<file path="config.mk">
export PLATFORM = sky130hd
export DESIGN_NAME = instr_fetch_unit
export DESIGN_NICKNAME = d
export VERILOG_FILES = /design/src/rtl/cpu_defs_pkg.sv /design/src/rtl/fetch_next_pc.sv /design/src/rtl/instr_fetch_unit.sv
export SDC_FILE = /design/constraint.sdc
export NUM_CORES = 1
export LEC_CHECK = 0
export CAP_MARGIN = 20
export CELL_PAD_IN_SITES_DETAIL_PLACEMENT = 0
export CELL_PAD_IN_SITES_GLOBAL_PLACEMENT = 2
export CORE_ASPECT_RATIO = 1.5
export CORE_UTILIZATION = 30
export CTS_CLUSTER_SIZE = 28
export DETAILED_ROUTE_END_ITERATION = 16
export PLACE_DENSITY_LB_ADDON = 0.1
export SLEW_MARGIN = 20
export SYNTH_ARGS = -nofsm -noshare
export SYNTH_HDL_FRONTEND = slang
export SYNTH_SLANG_ARGS = --single-unit
</file>
<file path="constraint.sdc">
create_clock -name clk -period 7.5 [get_ports clk]
set_input_delay 1.5 -clock clk [delete_from_list [all_inputs] [get_ports clk]]
set_output_delay 1.5 -clock clk [all_outputs]
set_load 0.03 [all_outputs]
</file>
<file path="src/rtl/cpu_defs_pkg.sv">
// rtl/cpu_defs_pkg.sv - opcodes, IR field positions and fetch FSM encoding
package cpu_defs_pkg;

    localparam logic [5:0] OP_ALU = 6'b000000;
    localparam logic [5:0] OP_LW  = 6'b100011;
    localparam logic [5:0] OP_SW  = 6'b101011;
    localparam logic [5:0] OP_BNE = 6'b000101;
    localparam logic [5:0] OP_JMP = 6'b000010;

    localparam int OPCODE_MSB = 31;
    localparam int OPCODE_LSB = 26;
    localparam int RS_MSB     = 25;
    localparam int RS_LSB     = 21;
    localparam int RT_MSB     = 20;
    localparam int RT_LSB     = 16;
    localparam int RD_MSB     = 15;
    localparam int RD_LSB     = 11;
    localparam int IMM_MSB    = 15;
    localparam int IMM_LSB    = 0;
    localparam int FUNC_MSB   = 10;
    localparam int FUNC_LSB   = 0;
    localparam int JTGT_MSB   = 25;
    localparam int JTGT_LSB   = 0;

    typedef enum logic [1:0] {
        ST_IDLE  = 2'd0,
        ST_FETCH = 2'd1,
        ST_VALID = 2'd2
    } fetch_state_t;

endpackage

</file>
<file path="src/rtl/fetch_next_pc.sv">
// rtl/fetch_next_pc.sv - combinational next-PC select: sequential, BNE target or JMP target
module fetch_next_pc
    import cpu_defs_pkg::*;
#(
    parameter int ADDR_W = 32
) (
    input  logic [ADDR_W-1:0] pc,
    input  logic [31:0]       ir,
    input  logic              pc_select_enable,
    output logic [ADDR_W-1:0] next_pc
);

    logic [ADDR_W-1:0] pc_plus4;
    logic [ADDR_W-1:0] branch_offset;
    logic [ADDR_W-1:0] jump_target;

    assign pc_plus4      = pc + ADDR_W'(4);
    assign branch_offset = {{(ADDR_W-18){ir[IMM_MSB]}}, ir[IMM_MSB:IMM_LSB], 2'b00};
    // Jump keeps the top nibble of the sequential PC, so it stays in the current 256MB region.
    assign jump_target   = {pc_plus4[ADDR_W-1:28], ir[JTGT_MSB:JTGT_LSB], 2'b00};

    always_comb begin
        next_pc = pc_plus4;
        if (pc_select_enable) begin
            if (ir[OPCODE_MSB:OPCODE_LSB] == OP_JMP)
                next_pc = jump_target;
            else
                next_pc = pc_plus4 + branch_offset;
        end
    end

endmodule

</file>
<file path="src/rtl/instr_fetch_unit.sv">
// rtl/instr_fetch_unit.sv - PC/NPC/IR holding fetch stage with ready-based imem handshake
module instr_fetch_unit
    import cpu_defs_pkg::*;
#(
    parameter int                ADDR_W   = 32,
    parameter logic [ADDR_W-1:0] RESET_PC = '0
) (
    input  logic              clk,
    input  logic              reset,
    input  logic              pc_enable,
    input  logic              pc_select_enable,
    input  logic              npc_enable,
    input  logic              ir_enable,
    output logic              imem_req,
    output logic [ADDR_W-1:0] imem_addr,
    input  logic [31:0]       imem_rdata,
    input  logic              imem_ready,
    output logic [31:0]       ir,
    output logic [5:0]        opcode,
    output logic [10:0]       alu_func,
    output logic [4:0]        rs,
    output logic [4:0]        rt,
    output logic [4:0]        rd,
    output logic [15:0]       imm16,
    output logic [ADDR_W-1:0] pc,
    output logic [ADDR_W-1:0] npc,
    output logic              ir_valid,
    output logic              protocol_err,
    output logic [31:0]       instr_count
);

    fetch_state_t      state;
    logic [ADDR_W-1:0] next_pc;
    logic [ADDR_W-1:0] pc_plus4;
    logic              any_strobe;

    fetch_next_pc #(.ADDR_W(ADDR_W)) u_next_pc (
        .pc               (pc),
        .ir               (ir),
        .pc_select_enable (pc_select_enable),
        .next_pc          (next_pc)
    );

    assign pc_plus4   = pc + ADDR_W'(4);
    assign any_strobe = pc_enable | pc_select_enable | npc_enable | ir_enable;

    assign opcode   = ir[OPCODE_MSB:OPCODE_LSB];
    assign rs       = ir[RS_MSB:RS_LSB];
    assign rt       = ir[RT_MSB:RT_LSB];
    assign rd       = ir[RD_MSB:RD_LSB];
    assign imm16    = ir[IMM_MSB:IMM_LSB];
    assign alu_func = ir[FUNC_MSB:FUNC_LSB];

    always_ff @(posedge clk) begin
        if (reset) begin
            state        <= ST_IDLE;
            pc           <= RESET_PC;
            npc          <= RESET_PC + ADDR_W'(4);
            ir           <= '0;
            ir_valid     <= 1'b0;
            imem_req     <= 1'b0;
            imem_addr    <= RESET_PC;
            protocol_err <= 1'b0;
            instr_count  <= '0;
        end else begin
            // The CU must only act on an instruction that is actually held in IR.
            if (any_strobe && !ir_valid)
                protocol_err <= 1'b1;

            case (state)
                ST_IDLE: begin
                    imem_req  <= 1'b1;
                    imem_addr <= pc;
                    state     <= ST_FETCH;
                end
                ST_FETCH: begin
                    if (imem_ready) begin
                        ir       <= imem_rdata;
                        ir_valid <= 1'b1;
                        imem_req <= 1'b0;
                        state    <= ST_VALID;
                    end
                end
                ST_VALID: begin
                    if (pc_enable && ir_enable) begin
                        pc          <= next_pc;
                        if (npc_enable)
                            npc <= pc_plus4;
                        instr_count <= instr_count + 32'd1;
                        ir_valid    <= 1'b0;
                        imem_req    <= 1'b1;
                        imem_addr   <= next_pc;
                        state       <= ST_FETCH;
                    end else if (pc_enable) begin
                        pc <= next_pc;
                    end else if (ir_enable) begin
                        ir_valid  <= 1'b0;
                        imem_req  <= 1'b1;
                        imem_addr <= pc;
                        state     <= ST_FETCH;
                    end
                end
                default: state <= ST_IDLE;
            endcase
        end
    end

endmodule

</file>
Word level (Yosys, flattened, before mapping):

Cells that the tools add are included.

* logic and storage cells: 60
* bits in registers: 165
* input bits: 39
* bits in latches: 0
* memory bits (writable): 0
* memories: 0
* output and inout bits: 211
* bits in read-only memories: 0

* eq/ne operators: 6
* reductions and logical operators: 16
* shift operators: 0
* muxes and demuxes: 23
* divide/modulo/power cells: 0
* bitwise logic cells: 3
* magnitude comparators: 0
* $add $sub $neg: 3
* $mul: 0

Operators with widths (count)
* $mux W32: 7
* $pmux W32 S2: 1
* $add A32 B1 Y32 const B: 1
* $add A32 B3 Y32 const B: 1
* $add A32 B32 Y32: 1
* $reduce_and A3 Y1: 3
* $mux W1: 8
* $mux W2: 4
* $reduce_and A4 Y1: 2
* $eq A6 B2 Y1 const B: 1
* $ne A3 B3 Y1 const B: 2
* $pmux W2 S3: 1
* $reduce_and A2 Y1: 3
* $reduce_bool A2 Y1: 3
* $or A1 B1 Y1: 3
* $pmux W1 S3: 1
* $reduce_bool A3 Y1: 1
* $eq A2 B1 Y1 const B: 1
* $eq A2 B2 Y1 const B: 1
* $logic_and A1 B1 Y1: 2
* $logic_not A2 Y1: 1
* $ne A2 B2 Y1 const B: 1
* $pmux W1 S2: 1
* $logic_not A1 Y1: 1

Longest topological paths before layout:

* depth in word-level cells: 6
* depth in mapped cells: 18

By module:

A second synthesis with hierarchy kept.

* cells, all modules: 1380
* area, all modules: 10356.2 µm²

By module, submodules not included
* instr_fetch_unit: times used 1, cells an instance 934, area an instance 7404.6 µm², sequential area each 3303.2 µm²
* fetch_next_pc: times used 1, cells an instance 446, area an instance 2951.6 µm², sequential area each 0.0 µm²

Least setup slack after synthesis:

Ideal clock, no wire load.

* path type: flip-flop to flip-flop
* from: register pc[2]
* to: register pc[31]
* clock period less this slack: 3.897 ns
* arrival: 3.838 ns
* slack: 3.603 ns
* buffers on the path: 2
* setup time: 0.059 ns
* cell stages (with the launch flop): 19
* cell sequence: dfxtp_1 -> ha_1 -> and2_1 -> nand4_2 -> or2_1 -> buf_6 -> nor2_1 -> xor2_1 -> ha_1 -> clkbuf_1 -> a21o_1 -> o21bai_1 -> nor4b_1 -> a31oi_1 -> nand2_1 -> a211o_1 -> mux2i_1 -> mux2_2 -> nand2_1

* longest elaborated chain between the ends: 6

Ends and longest elaborated chain
* start, declared: line instr_fetch_unit.sv:25 `output logic [ADDR_W-1:0] pc,`
* start signal, assigned: line instr_fetch_unit.sv:86 `pc <= next_pc;`
* start signal, assigned: line instr_fetch_unit.sv:95 `pc <= next_pc;`
* $add A32 B3 Y32 (*)
* named net pc_plus4[22]: line instr_fetch_unit.sv:34 `logic [ADDR_W-1:0] pc_plus4;`
* $add A32 B32 Y32 (*): line fetch_next_pc.sv:28 `next_pc = pc_plus4 + branch_offset;`
* $mux W32 (*): line fetch_next_pc.sv:25 `if (ir[OPCODE_MSB:OPCODE_LSB] == OP_JMP)`
* $mux W32 (*): line fetch_next_pc.sv:24 `if (pc_select_enable) begin`
* $mux W32: line instr_fetch_unit.sv:94 `end else if (pc_enable) begin`
* $mux W32 (*): line instr_fetch_unit.sv:85 `if (pc_enable && ir_enable) begin`

The timed path passes the listed nets; every way through them passes the cells marked *. The select of a mux whose other input is x is not followed.
A chain may end at the register's enable or synchronous reset.

Worst setup path after layout:

* from: register pc[5]
* to: register imem_addr[26]

* longest elaborated chain between the ends: 6

Ends and longest elaborated chain
* $add A32 B3 Y32
* named net pc_plus4[17]: line instr_fetch_unit.sv:34
* $add A32 B32 Y32: line fetch_next_pc.sv:28
* $mux W32: line fetch_next_pc.sv:25
* $mux W32: line fetch_next_pc.sv:24
* $mux W32: line instr_fetch_unit.sv:85
* $pmux W32 S2: line instr_fetch_unit.sv:70 `case (state)`
* end signal, assigned: line instr_fetch_unit.sv:73 `imem_addr <= pc;`
* end signal, assigned: line instr_fetch_unit.sv:92 `imem_addr <= next_pc;`
* end signal, assigned: line instr_fetch_unit.sv:99 `imem_addr <= pc;`
* end, declared: line instr_fetch_unit.sv:15 `output logic [ADDR_W-1:0] imem_addr,`

The timed path passes the listed nets, and every way through them passes these cells.

==> metrics.csv <==
stage;metric;value;unit
outcome;status;complete, no violations;
floorplan;Core Footprint;31000;sq um
clock_tree;post-cts gate resize count;0;
power_and_ir_drop;Combinational Power Share;0.161;
worst_setup_path;Crit path required time;7.86;ns
worst_setup_path;worst-path maximum fanout;8;
power_and_ir_drop;share of total power in sequential cells;0.434;
floorplan;Die Width;147;microns
floorplan;die area;32400;sq um
clock_tree;clock transition at the registers of the reported paths;0.07;ns
final_layout;ANT cells;0;
place;placed insts;1780;
clock_tree;clk buf depth;2;
synthesis;Mapped Area;9490;sq um
power_and_ir_drop;static leakage;4.58;nW
worst_setup_path;R2R Path Start;pc[5]$_SDFFE_PP0P_;
routing;Vias;9185;
worst_hold_path;hold_sp;npc[0]$_SDFFE_PP0P_;
final_layout;Nets;1471;
synthesis;Synth Register Bits;165;
floorplan;die height;220;microns
routing;# DRC;0;
global_route;vias in the first global route;8835;
clock_tree;Clock Latency Late Sink;0.44;ns
timing;Slew headroom;0.270;
floorplan;IO Pins;250;
clock_tree;H-tree Lvls;4;
final_layout;multi-input logic area;5470;sq um
timing;clk_skew;0.0101;ns
clock_tree;hold_buf cts;0;
clock_tree;clk root buf;clkbuf_16;
power_and_ir_drop;sw frac;0.293;
timing;Final setup viols;0;
floorplan;# rows;79;
synthesis;Mapped Nets;1315;
synthesis;sequential area share after synthesis;0.348;
timing;RSZ-0062 raised after global routing;false;
clock_tree;clock sinks;165;
clock_tree;setup bufs post-CTS;0;
worst_setup_path;Crit. End Element;flop;
routing;vias per cell;5.07;
clock_tree;total CTS buffers;17;
clock_tree;CTS tree;built;
final_layout;share of layout cells above drive strength 1;0.0547;
final_layout;Fillers;3313;
final_layout;Post-Layout Cell Count;1812;
final_layout;area delta synth->final;31.6;%
routing;final wirelength;33.9;mm
global_route;first-pass GRT wire length;51.6;mm
power_and_ir_drop;Pwr Density;172;nW/um^2
timing;pin slew with the least headroom to its limit;1.10;ns
place;DPL Wire Length;24.8;mm
floorplan;starting density of the core;0.306;
power_and_ir_drop;VDD IR max;0.000128;V
timing;min cycle time layout;4.37;ns
synthesis;share of the synthesized area in the top cell type;0.348;
place;Final Wtd Congestion;0.858;
global_route;Overflow after GRT;0;
power_and_ir_drop;Clock Power Share;0.405;
place;DP Area;11900;sq um
timing;max-slew violations;0;
worst_setup_path;crit path kind;flop to flop;
place;I/O Buffers;249;
synthesis;async set-reset flop share out of synthesis;0;
power_and_ir_drop;Switch Pwr;0.000629;W
worst_hold_path;Hold Crit Class;flop to flop;
final_layout;design area;12500;sq um
routing;wire per inst;18.7;microns
worst_setup_path;worst endpoint data arrival time;4.73;ns
timing;WHS;0.457;ns
routing;First-pass DRT Iterations;5;
synthesis;yosys warns;0;
global_route;largest net degree at the start of global routing;69;
routing;ANT nets after route;0;
synthesis;Most used DFF post-synth;dfxtp_1;
worst_setup_path;Worst setup SP type;flop;
power_and_ir_drop;Internal Power;0.00152;W
timing;final worst-path cycle share;0.582;
synthesis;number of flops mapped to enable cells by yosys;0;
synthesis;Mean Syn Cell Area;7.67;sq um
synthesis;Post-Syn Instances;1238;
routing;drt initial violations;479;
synthesis;Synth area leader;dfxtp_1;
timing;endpoints failing hold;0;
global_route;GRT Total Usage;0.209;
synthesis;synth unique cells;79;
worst_setup_path;crit path from;pc[5]$_SDFFE_PP0P_;
flow_run;max-cap violations;0;
global_route;initial antenna violation count;0;
timing;Achievable Freq;229;MHz
timing;Final TNS setup;0;ns
synthesis;largest cells by area after synthesis;dfxtp_1 (35%), nand2_1 (7.3%), nor2_1 (7.0%), a21oi_1 (5.9%), ha_1 (4.9%);
final_layout;Reg area;3300;sq um
worst_setup_path;Reg2Reg Setup Slack;3.13;ns
==> through the flow <==
stage / total power [W] / utilization / setup slack, ns
floorplan: 0.00116 / - / 3.60
global placement: 0.00130 / 0.384 / 3.19
detailed placement: 0.00130 / 0.384 / 3.15
CTS: 0.00217 / 0.403 / 3.13
global route: 0.00223 / 0.403 / 2.81
finish: 0.00215 / 0.403 / 3.13
==> power groups by stage <==
| stage | clock network (W) | logic [W] | registers [W] |
|---|---|---|---|
| after detailed placement | 0 | 0.000348 | 0.000952 |
| final | 0.000869 | 0.000346 | 0.000931 |
| after global placement | 0 | 0.000348 | 0.000951 |
| after floorplan | 0 | 0.000174 | 0.000990 |
| after CTS | 0.000892 | 0.000349 | 0.000932 |
| after global routing | 0.000922 | 0.000373 | 0.000935 |
==> final cells by class <==
cell class / count / area share
Inverter: 14 / 0.00421
Clock inverter: 10 / 0.00771
Tap cell: 405 / 0.0406
Sequential cell: 165 / 0.264
Clock buffer: 22 / 0.0379
Timing Repair Buffer: 263 / 0.207
Multi-Input combinational cell: 933 / 0.438
==> critical path: stages (launching register included) <==
cell and delay, ns:
dfxtp_1 0.47, and4_4 0.30, nand4_4 0.17, nor2_1 0.40
nand2_1 0.12, xnor2_1 0.39, ha_1 0.36, a21oi_1 0.18
o21a_1 0.15, o21ai_0 0.16, a221oi_1 0.45, a21oi_2 0.16
o21a_1 0.20, or3_1 0.36, a31o_2 0.26, a211oi_2 0.16
==> worst paths after layout <==
kind | endpoint | cells past startpoint
max reg2reg | imem_addr[26]$_SDFFE_PP0P_ | 15
max | imem_addr[26]$_SDFFE_PP0P_ | 15
min reg2reg | npc[0]$_SDFFE_PP0P_ | 2
min | npc[0]$_SDFFE_PP0P_ | 2
==> flip-flops by register name, indices dropped and copies added (netlist names) <==
signal,flops
npc,32
pc,32
state,2
imem_addr,32
protocol_err,1
ir_valid,1
imem_req,1
ir,32
instr_count,32
==> Yosys cell counts, drive strengths merged (12+ instances only) <==
cell,instances
and3,17
a211oi,37
nand3,27
inv,14
nor2,177
nand4,21
xor2,35
clkbuf,65
buf,61
a21oi,114
ha,37
nand2,184
o21ai,47
xnor2,36
nor3,44
or3,14
o211ai,19
a31oi,12
dfxtp,165
==> cells by family (layout without fill, tap and decap cells) <==
family | count (synthesis) | after routing | share of synthesized area
xor gates and xnor gates | 71 | 71 | 0.0671
AOI/OAI and AO/OA | 282 | 282 | 0.187
DFF | 165 | 165 | 0.348
muxes | 5 | 5 | 0.00554
and+or+nand+nor | 537 | 537 | 0.265
adders and majority gates | 38 | 38 | 0.0509
buffers and inverters | 140 | 309 | 0.0766
==> layer usage <==
| layer | track usage | part of all wire | vias up |
|---|---|---|---|
| met4 | 0.0601 | 0.015 | 0 |
| li1 | - | - | 4574 |
| met5 | 0 | 0 | - |
| met2 | 0.364 | 0.49 | 235 |
| met1 | 0.261 | 0.45 | 4347 |
| met3 | 0.0354 | 0.040 | 29 |
==> cell usage in the layout (no fill, tap or decap), types with 15 or more instances in the layout <==
cell type        netlist  routed
a21oi_1              112     111
nand2_1              184     184
nor3_1                41      41
a211oi_1              36      36
clkbuf_16              0      17
nand3_1               27      27
ha_1                  37      37
and3_1                17      17
clkdlybuf4s50_1        0     247
xor2_1                34      34
nor2_1               176     174
dfxtp_1              165     165
o21ai_0               42      42
o211ai_1              18      18
nand4_1               17      17
buf_4                 50      15
xnor2_1               35      35
Power figures use the tool's default switching activity.
